[src/rtl/gb_xact_master.sv]
// Ghostbus transaction master: turns single or burst commands into registered bus strobes,
// captures read data after RD_LAT cycles, and counts verify-mode mismatches.
module gb_xact_master #(
    parameter int GB_AW  = 24,
    parameter int GB_DW  = 32,
    parameter int RD_LAT = 2,
    parameter int LENW   = 8,
    parameter int ECW    = 16
) (
    input  logic             gb_clk,
    input  logic             gb_rst,
    input  logic             cmd_valid,
    output logic             cmd_ready,
    input  logic [1:0]       cmd_op,
    input  logic [GB_AW-1:0] cmd_addr,
    input  logic [GB_DW-1:0] cmd_wdata,
    input  logic [GB_DW-1:0] cmd_mask,
    input  logic [LENW-1:0]  cmd_len,
    input  logic             cmd_inc,
    output logic             rsp_valid,
    output logic [GB_AW-1:0] rsp_addr,
    output logic [GB_DW-1:0] rsp_data,
    output logic             rsp_err,
    output logic             busy,
    input  logic             err_clr,
    output logic [ECW-1:0]   err_count,
    output logic [GB_AW-1:0] gb_addr,
    output logic [GB_DW-1:0] gb_wdata,
    output logic             gb_wen,
    output logic             gb_rstb,
    input  logic [GB_DW-1:0] gb_rdata
);

    typedef enum logic [1:0] {S_IDLE, S_WR, S_RD, S_WAIT} state_t;

    localparam logic [3:0] LAT_M1 = 4'(RD_LAT - 1);

    state_t           r_state, w_next;
    logic             r_ready, r_busy, r_wen, r_rstb;
    logic             r_wrop, r_vfy, r_inc;
    logic [LENW-1:0]  r_len, r_beat;
    logic [GB_AW-1:0] r_addr;
    logic [GB_DW-1:0] r_wdata, r_mask;
    logic [3:0]       r_wcnt;
    logic             r_rsp_valid, r_rsp_err;
    logic [GB_AW-1:0] r_rsp_addr;
    logic [GB_DW-1:0] r_rsp_data;
    logic [ECW-1:0]   r_ecnt;

    logic w_accept, w_last, w_wait_done, w_rsp, w_advance, w_mis, w_pulse;

    assign w_accept    = cmd_valid & r_ready;
    assign w_last      = (r_beat == r_len);
    assign w_wait_done = (r_wcnt == LAT_M1);
    assign w_rsp       = (r_state == S_WAIT) && w_wait_done;
    assign w_advance   = ((r_state == S_WR) && !r_vfy && !w_last) || (w_rsp && !w_last);
    assign w_mis       = r_vfy & (|((gb_rdata ^ r_wdata) & r_mask));
    assign w_pulse     = r_rsp_valid & r_rsp_err;

    always_comb begin
        w_next = r_state;
        case (r_state)
            S_IDLE: if (w_accept) w_next = (cmd_op == 2'd0 || cmd_op == 2'd2) ? S_WR : S_RD;
            S_WR:   w_next = r_vfy ? S_RD : (w_last ? S_IDLE : S_WR);
            S_RD:   w_next = S_WAIT;
            S_WAIT: if (w_wait_done) w_next = w_last ? S_IDLE : (r_wrop ? S_WR : S_RD);
            default: w_next = S_IDLE;
        endcase
    end

    // Strobes and ready/busy are decoded from the next state so they are true flops.
    always_ff @(posedge gb_clk or posedge gb_rst) begin
        if (gb_rst) begin
            r_state     <= S_IDLE;
            r_ready     <= 1'b0;
            r_busy      <= 1'b0;
            r_wen       <= 1'b0;
            r_rstb      <= 1'b0;
            r_wrop      <= 1'b0;
            r_vfy       <= 1'b0;
            r_inc       <= 1'b0;
            r_len       <= '0;
            r_beat      <= '0;
            r_addr      <= '0;
            r_wdata     <= '0;
            r_mask      <= '0;
            r_wcnt      <= '0;
            r_rsp_valid <= 1'b0;
            r_rsp_err   <= 1'b0;
            r_rsp_addr  <= '0;
            r_rsp_data  <= '0;
            r_ecnt      <= '0;
        end else begin
            r_state     <= w_next;
            r_ready     <= (w_next == S_IDLE);
            r_busy      <= (w_next != S_IDLE);
            r_wen       <= (w_next == S_WR);
            r_rstb      <= (w_next == S_RD);
            r_rsp_valid <= w_rsp;
            if (w_rsp) begin
                r_rsp_addr <= r_addr;
                r_rsp_data <= gb_rdata;
                r_rsp_err  <= w_mis;
            end
            if (r_state == S_RD)
                r_wcnt <= '0;
            else if (r_state == S_WAIT)
                r_wcnt <= r_wcnt + 4'd1;
            if (w_accept) begin
                r_wrop  <= (cmd_op == 2'd0 || cmd_op == 2'd2);
                r_vfy   <= (cmd_op == 2'd2);
                r_inc   <= cmd_inc;
                r_len   <= cmd_len;
                r_beat  <= '0;
                r_addr  <= cmd_addr;
                r_wdata <= cmd_wdata;
                r_mask  <= cmd_mask;
            end else if (w_advance) begin
                r_beat <= r_beat + LENW'(1);
                if (r_inc) begin
                    r_addr  <= r_addr + GB_AW'(1);
                    r_wdata <= r_wdata + GB_DW'(1);
                end
            end
            // Counts the visible rsp_err pulse, so a clear in that same cycle leaves 1.
            if (err_clr)
                r_ecnt <= ECW'(w_pulse);
            else if (w_pulse && r_ecnt != '1)
                r_ecnt <= r_ecnt + ECW'(1);
        end
    end

    assign cmd_ready = r_ready;
    assign busy      = r_busy;
    assign gb_wen    = r_wen;
    assign gb_rstb   = r_rstb;
    assign gb_addr   = r_addr;
    assign gb_wdata  = r_wdata;
    assign rsp_valid = r_rsp_valid;
    assign rsp_addr  = r_rsp_addr;
    assign rsp_data  = r_rsp_data;
    assign rsp_err   = r_rsp_err;
    assign err_count = r_ecnt;

endmodule

[config.mk]
export PLATFORM = sky130hd
export DESIGN_NAME = gb_xact_master
export DESIGN_NICKNAME = d
export VERILOG_FILES = /design/src/rtl/gb_xact_master.sv
export SDC_FILE = /design/constraint.sdc
export NUM_CORES = 1
export LEC_CHECK = 0
export ABC_AREA = 1
export BUFFER_PORTS_ARGS = -buffer_cell sky130_fd_sc_hd__buf_2
export CAP_MARGIN = 20
export CORE_MARGIN = 5
export CORE_UTILIZATION = 54
export CTS_CLUSTER_DIAMETER = 40
export CTS_CLUSTER_SIZE = 30
export DETAILED_ROUTE_END_ITERATION = 16
export GPL_ROUTABILITY_DRIVEN = 0
export GPL_TIMING_DRIVEN = 0
export HOLD_SLACK_MARGIN = 0.06
export PLACE_DENSITY = 0.91
export SLEW_MARGIN = 5
export SYNTH_ARGS = -nofsm -noshare
export SYNTH_HDL_FRONTEND = slang
export SYNTH_SLANG_ARGS = --single-unit
[constraint.sdc]
create_clock -name gb_clk -period 7.83 [get_ports gb_clk]
set_input_delay 1.566 -clock gb_clk [delete_from_list [all_inputs] [get_ports gb_clk]]
set_output_delay 1.566 -clock gb_clk [all_outputs]
set_load 0.01 [all_outputs]
======== Word-level counts from Yosys, hierarchy flattened ========
Cells that the tools add are included.
storage, ports and cells
  register bits ........................... 191
  input port bits ......................... 135
  word-level logic and storage cells ...... 77
operators by class
  add/sub/neg operators ................... 5
  equal/unequal tests ..................... 9
  mux-type cells .......................... 20
  bitwise gates (word level) .............. 5
  reductions and logical operators ........ 19
operators by type and width
  cell                                                                   count
  32-bit two-way mux                                                     3
  24-bit two-way mux                                                     3
  32-bit by 1-bit adder with 32-bit output, second input constant        1
  32-bit bitwise AND                                                     1
  16-bit two-way mux                                                     2
  32-bit OR reduction                                                    1
  32-bit XOR                                                             1
  24-bit by 1-bit adder with 24-bit output, second input constant        1
  16-bit by 1-bit adder with 16-bit output, second input constant        1
  8-bit two-way mux                                                      2
  16-bit != test, second input constant                                  1
  2-bit two-way mux                                                      6
  2-bit nonzero test                                                     5
  8-bit by 1-bit adder with 8-bit output, second input constant          1
  2-bit equality test, second input constant                             4
  8-bit equality test                                                    1
  4-bit two-way mux                                                      2
  2-bit case mux with 4 select lines                                     1
  2-bit zero test                                                        3
  1-bit logical AND                                                      5
  4-bit by 1-bit adder with 4-bit output, second input constant          1
  2-bit by 1-bit equality test with 1-bit output, second input constant  2
  4-bit by 1-bit equality test with 1-bit output, second input constant  1
  1-bit bitwise AND                                                      3
  other kinds (4)                                                        6

======== Logic depth before layout (Yosys ltp) ========
Gate-level depths: netlist (run 1).
  depth after elaboration ................. 6
  mapped depth ............................ 12
  gate-level depth less buffers ........... 12

======== Worst setup path before layout (run 1) ========
Ideal clock, no wire load.
  kind .................................... input port to flip-flop
  from .................................... input cmd_valid
  to ...................................... register r_wdata[13] (netlist: gb_wdata[13])
  setup time .............................. 0.128 ns
  arrival ................................. 2.529 ns
  required time ........................... 7.702 ns
  slack ................................... 5.173 ns
  cell stages on the path ................. 7
  cells stage by stage .................... nand2_1 > inv_2 > nor2_1 > inv_1 > nand2_4 > buf_2 > o21ai_0
on the way
  longest elaborated chain between the ends .. 3
  elaborated cells between the ends (all ways) .. 5
  classes of those cells .................. mux (1); bitwise (1); reduce/logical (3)
RTL lines
  element                               RTL line  source
  start: declaration                    12        input logic cmd_valid,
  1-bit bitwise AND *                   52        assign w_accept = cmd_valid & r_ready;
  2-bit nonzero test (no source line)   -
  2-bit AND reduction (no source line)  -
  end signal: assignment                116       r_wdata <= cmd_wdata;
  end signal: assignment                122       r_wdata <= r_wdata + GB_DW'(1);
  end: declaration                      43        logic [GB_DW-1:0] r_wdata, r_mask;
Mark *: on every way between the ends. The rest lies on a longest branch, timed or not.
A chain may end at the register's enable or synchronous reset.

======== Final worst setup path (run 1) ========
  from .................................... input cmd_valid
  to ...................................... register r_vfy
on the way
  longest elaborated chain between the ends .. 1
RTL lines
  element                 RTL line  source
  1-bit bitwise AND       52
  end signal: assignment  111       r_vfy <= (cmd_op == 2'd2);
  end: declaration        40        logic r_wrop, r_vfy, r_inc;
Every way passes these cells.

==> qor.yml, run 1 <==
floorplan:
  fp.dieW_um: 150
  row_count: 51
  die_h_um: 150
  core_um2: 19400
  initial_core_util_pct: 54.7
  io_pins: 269
  die_area_um2: 22600
critical_path:
  critPathBufInv: 4
  cp_data_arrival_time_ps: 3410
  cp_max_fo: 10
  critPathMostFrequentCell: "clkbuf_1"
  start_kind: "input port"
  critPathSlowestCell: "clkbuf_1"
  cp_data_required_time_ps: 8120
  end_kind: "flip-flop"
  path_delay_family: "buffers and inverters"
  cpPeakStageDelay_ps: 780
  cp_cell_sequence: "buf_2 > nand2_1 > inv_2 > clkbuf_1 > clkbuf_1 > o21ai_0"
  worstSetupPathType: "input port to flip-flop"
power_and_ir_drop:
  powerDensity_nw_per_um2: 156
  vdd_ir_drop_max_mv: 0.144
  design_power_total_uw: 2020
  cellLeakagePower_uw: 0.00700
routing:
  dr.max_layer_used: "met4"
  met1_length_um: 14100
  via_per_inst: 5.46
  post_drt_wl_per_cell_um: 17.0
  drt-initial-drc-count: 1247
  drc: 0
  wl_um: 36500
  ant_nets: 0
  dr.pass1.iters: 6
  wl_met3_um: 4220
  met2_length_um: 16600
  vias: 11700
global_route:
  antenna_found_initial: 2
  grt_pass1_vias: 11000
  grt_pass1_wl_um: 56200
  grt_max_degree: 111
  gr-total-overflow: 0
  grt_usage_pct: 32.0
hold_path:
  hp-class: "flip-flop to flip-flop"
logic_synthesis:
  synth-warning-count: 0
  async_flop_share_pct: 100
  synthDistinctLibCells: 35
  synthesis.nets: 1717
  synth-seq-area-share_pct: 45.0
  synth_edf_count: 0
  synth_ff_type: "dfrtp_1"
  synth.avg_cell_area_um2: 6.74
  synth_cells: 1576
  ys_ff_latch: 191
  synth_area_um2: 10600
placement:
  place_ws_ps: 4310
  io_buffers: 267
  hpwl_um: 27500
clocking:
  clock_sinks: 191
  cts.clk_slew.worst_paths_ps: 70
  cts_resized: 0
  cts_tree: "yes"
  clock_path_buffers: 2
  postCtsHoldBufs: 0
  clock-root-buffer: "clkbuf_16"
  htreeDepth: 4
  insertion_delay_ps: 440
  cts_buffers: 17
  postCtsSetupBuffers: 0
layout:
  final_cell_mix: "nand2_1 (786), buf_2 (283), dfrtp_1 (191)"
  postLayoutCoreUtil_pct: 66.7
  fin_nets: 2004
  layout-drive-gt1-share_pct: 17.9
  syn_to_final_growth_pct: 21.9
  layout_commonest_cell: "nand2_1"
sta:
  whs_ps: 483
  setup_viol: 0
  slew_viol_final: 0
  worst_slack_ps: 4720
  clock.fmax_ghz: 0.321
  slew_headroom_pct: 32.0
  tightest_slew_ps: 1020
  fin_skew_ps: 11.1
  hold_viol: 0
  fin_crit_ps: 3110
  period_share_pct: 39.8
  rsz0062_at_grt: "no"
job:
  cap_violations: 0
outcome:
  run_status: "finished, final reports clean"
==> metrics by stage <==
stage / cell area (um2) / cells / setup TNS [ps]
after floorplan: 10600 / 1576 / 0
after global placement: 12300 / 2108 / -197220
after detailed placement: 12300 / 2109 / 0
after CTS: 12900 / 2140 / 0
after global routing: 12900 / 2142 / 0
final: 12900 / 2142 / 0
==> state kept, by name, indices dropped and copies added (netlist names), 2 cells and up <==
register   count
gb_wdata      32
r_mask        32
rsp_data      32
gb_addr       24
rsp_addr      24
err_count     16
r_beat         8
r_len          8
r_wcnt         4
r_state        2
==> layout make-up <==
class | count | area [um2]
Antenna cell | 2 | 5.00
Buffer | 48 | 219
Clock buffer | 19 | 433
Clock inverter | 12 | 183
Fill cell | 1698 | 6460
Inverter | 136 | 518
Multi-Input combinational cell | 1201 | 5110
Sequential cell | 191 | 4780
Tap cell | 265 | 332
Timing Repair Buffer | 268 | 1360
==> cells in the mapped netlist (all sizes together) (2+ instances only) <==
master | instances | area, um2
xor2 | 14 | 123
nor3 | 11 | 60.1
nand4 | 16 | 100
mux2i | 3 | 30.0
or2 | 5 | 31.3
xnor2 | 6 | 52.6
inv | 133 | 499
a21oi | 10 | 61.3
dfrtp | 191 | 4780
ha | 6 | 75.1
nor2 | 127 | 487
buf | 24 | 129
a31oi | 2 | 12.5
nand2 | 790 | 2990
o22ai | 4 | 25.0
clkinv | 3 | 11.3
nand3 | 99 | 500
clkbuf | 24 | 90.1
o31ai | 5 | 37.5
o21ai | 99 | 495
==> worst min-delay path: stages, from the launching register on <==
cell and delay (ps):
dfrtp_1 350, nand2_1 50, nand2_1 50
==> layer usage <==
metal	vias to the layer above	track usage [%]
met5	-	0
met4	0	14.0
met3	137	7.07
met2	788	50.3
met1	5299	42.9
li1	5462	-
==> worst paths after layout <==
path | start | endpoint | slack (ps) | depth (start not counted)
hold / removal | rsp_data[1] | rsp_data[1] | 480 | 2
setup reg to reg | r_wcnt[0] | rsp_data[0] | 5470 | 7
hold reg to reg | rsp_data[1] | rsp_data[1] | 480 | 2
max in group asynchronous | gb_rst | rsp_data[20] | 5630 | 3
setup / recovery | cmd_valid | r_vfy | 4720 | 6
min in group asynchronous | gb_rst | gb_addr[22] | 1220 | 2
==> cell families after synthesis <==
group           Yosys count  share of synthesized area (%)
compound gates          122                           6.09
flops                   191                           45.0
mux                       3                          0.283
fa+ha+maj                 6                          0.707
buf+inv                 184                           6.87
xor+xnor                 20                           1.65
simple gates           1050                           39.4
==> power breakdown <==
group          internal (uW)  switching [uW]  total [uW]
registers                994            4.96         999
clock network            537             396         932
logic                   36.1            54.9        91.1
total                   1570             455        2020
Note: power is estimated with default switching activity, not from simulation.
==> run 2: changes to the inputs <==
Clock period 7.83 ns to 2.92 ns, I/O delays scaled along.
==> run 2 against run 1 <==
Setup slack got worse by 4100 ps. Clock-buffer cell count did not move. Non-clock buffer count up 4. First-iteration DRC count rose by 8.8%. Critical path depth increased by 2. Register-to-register slack got worse by 4900 ps. Critical endpoint is now rsp_data[16]. Largest cell class unchanged. Largest power group unchanged.
==> qor.yml, run 2 (synthesis results as in run 1) <==
layout:
  fillers: 1663  # was 1698
  fin_nets: 2008  # was 2004
  layout-drive-gt1-share_pct: 18.1  # was 17.9%
  final_cell_mix: "nand2_1 (786), buf_2 (283), dfrtp_1 (191)"  # unchanged
  syn_to_final_growth_pct: 22.3  # was 21.9%
  layout.cells.non_filler: 2148  # was 2142
  layout_commonest_cell: "nand2_1"  # unchanged
floorplan:
  row_count: 51  # unchanged
  die_h_um: 150  # unchanged
  core_um2: 19400  # unchanged
  initial_core_util_pct: 54.7  # unchanged
  die_area_um2: 22600  # unchanged
  io_pins: 269  # unchanged
  fp.dieW_um: 150  # unchanged
critical_path:
  timing.rr.start: "r_wcnt[0]"  # unchanged
  cp_cell_sequence: "ha_1 > nand2_1 > nor2_2 > nand3_2 > clkbuf_1 > buf_1 > nand2_1 > o21ai_0"  # was buf_2 > nand2_1 > inv_2 > clkbuf_1 > clkbuf_1 > o21ai_0
  start_kind: "flip-flop"  # was input port
  reg2reg_to: "rsp_data[16]"  # was rsp_data[0]
  cpPeakStageDelay_ps: 490  # was 780 ps
  cp_data_arrival_time_ps: 2690  # was 3410 ps
  critPathSlowestCell: "buf_1"  # was clkbuf_1
  end_kind: "flip-flop"  # unchanged
  path_delay_family: "buffers and inverters"  # unchanged
  cp_data_required_time_ps: 3270  # was 8120 ps
  r2r_slack_ps: 570  # was 5470 ps
  critPathMostFrequentCell: "nand2_1"  # was clkbuf_1
  rr_worst_depth: 8  # was 7
  worstSetupPathType: "flip-flop to flip-flop"  # was input port to flip-flop
  cp_max_fo: 10  # unchanged
  critPathBufInv: 2  # was 4
routing:
  via_per_inst: 5.46  # about the same
  ant_nets: 0  # unchanged
  vias: 11700  # about the same
  post_drt_wl_per_cell_um: 17.1  # was 17.0 um
  drc: 0  # unchanged
  dr.pass1.iters: 7  # was 6
  drt-initial-drc-count: 1357  # was 1247
  wl_um: 36700  # was 36500 um
outcome:
  run_status: "finished, final reports clean"  # unchanged
sta:
  tightest_slew_ps: 1010  # was 1020 ps
  period_share_pct: 80.3
  fin_crit_ps: 2350
  setup_viol: 0  # unchanged
  hold_viol: 0  # unchanged
  clock.fmax_ghz: 0.426
  rsz0062_at_grt: "no"  # unchanged
  slew_viol_final: 0  # unchanged
  fin_skew_ps: 12.6  # was 11.1 ps
  setup_tns_ps: 0  # unchanged
  slew_headroom_pct: 32.4  # was 32.0%
clocking:
  insertion_delay_ps: 440  # about the same
  clock-root-buffer: "clkbuf_16"  # unchanged
  cts_resized: 0  # unchanged
  postCtsSetupBuffers: 0  # unchanged
  cts_tree: "yes"  # unchanged
  clock_path_buffers: 2  # unchanged
  clock_sinks: 191  # unchanged
  htreeDepth: 4  # unchanged
  postCtsHoldBufs: 0  # unchanged
  cts.clk_slew.worst_paths_ps: 80  # was 70 ps
  cts_buffers: 17  # unchanged
placement:
  dp.cells: 2113  # was 2109
  io_buffers: 267  # unchanged
  hpwl_um: 28100  # was 27500 um
power_and_ir_drop:
  combPwrFrac_pct: 4.8  # was 4.5%
  cellLeakagePower_uw: 0.00702  # was 0.00700 uW
  seq_power_share_pct: 50.6  # was 49.4%
  design_power_total_uw: 5290  # was 2020 uW
  vdd_ir_drop_max_mv: 0.375  # was 0.144 mV
  intPower_uw: 4010  # was 1570 uW
  switching_share_pct: 24.2  # was 22.5%
  powerDensity_nw_per_um2: 407  # was 156 nW/um2
  pwr-share-clk_pct: 44.5  # was 46.1%
  power.net_switching_uw: 1280  # was 455 uW
global_route:
  grt_pass1_wl_um: 56500  # was 56200 um
  grt_pass1_vias: 11000  # about the same
  antenna_found_initial: 4  # was 2
  grt_usage_pct: 32.2  # was 32.0%
  gr-total-overflow: 0  # unchanged
  grt_max_degree: 40  # was 111
hold_path:
  hp-class: "input port to asynchronous set/reset pin"  # was flip-flop to flip-flop
job:
  cap_violations: 0  # unchanged
[run 2: cell types whose count changed in the layout (fill, tap and decap cells not counted), sizes merged]
| cell | delta |
|---|---|
| clkinvlp | -1 |
| clkinv | +3 |
| inv | +2 |
| buf | +4 |
| bufinv | -3 |
| diode | +1 |
[run 2: power groups by stage]
stage          sequential [uW]  clock (uW)  combinational (uW)
2_1_floorplan             2740           0                74.8
3_3_place_gp              2730           0                 235
3_5_place_dp              2730           0                 256
4_1_cts                   2680        2370                 257
5_1_grt                   2680        2490                 285
6_report                  2680        2360                 255
[run 2: area by class of cell]
| type | count | area (um2) | share of cell area (%) |
|---|---|---|---|
| Tap cell | 265 | 332 | 2.55 |
| Buffer | 48 | 219 | 1.69 |
| Clock buffer | 19 | 443 | 3.41 |
| Inverter | 136 | 514 | 3.96 |
| Sequential cell | 191 | 4780 | 36.8 |
| Timing Repair Buffer | 272 | 1440 | 11.1 |
| Clock inverter | 13 | 146 | 1.13 |
| Multi-Input combinational cell | 1201 | 5110 | 39.3 |
| Antenna cell | 3 | 7.51 | 0.0578 |
[run 2: worst register-to-register path: stages, from the launching register on]
cell and delay, ps:
dfrtp_1 430, ha_1 220, nand2_1 80, nor2_2 50
nand3_2 300, clkbuf_1 480, buf_1 490, nand2_1 100
o21ai_0 110
[run 2: metal layers]
metal | routed length, um | vias to the layer above | part of all wire [%] | GRT usage [%]
li1 | - | 5480 | - | -
met1 | 13900 | 5343 | 38 | 42.7
met2 | 16700 | 753 | 45 | 50.6
met3 | 4470 | 150 | 12 | 8.55
met4 | 1650 | 4 | 4.5 | 12.9
met5 | 27 | - | 0.074 | 0
[run 2: worst max path at each step]
stage / start / endpoint / slack (ps) / depth (start not counted)
final: r_wcnt[0] / rsp_data[16] / 570 / 8
after global routing: r_wcnt[1] / gb_wdata[6] / 460 / 12
after CTS: r_wcnt[1] / gb_addr[8] / 610 / 12
after detailed placement: cmd_valid / r_len[1] / 370 / 6
after global placement: gb_rst / r_mask[25] / -1300 / 2
after floorplan: gb_rst / busy / -130 / 1
[run 2: per-stage QoR]
stage	worst slack, ps	hold slack [ps]	util, %	cell area [um2]
2_1_floorplan	-126	449	-	10600
3_3_place_gp	-1300	462	63.3	12300
3_5_place_dp	371	469	63.9	12400
4_1_cts	610	75.8	66.9	13000
5_1_grt	457	83.0	66.9	13000
6_report	575	80.1	66.9	13000
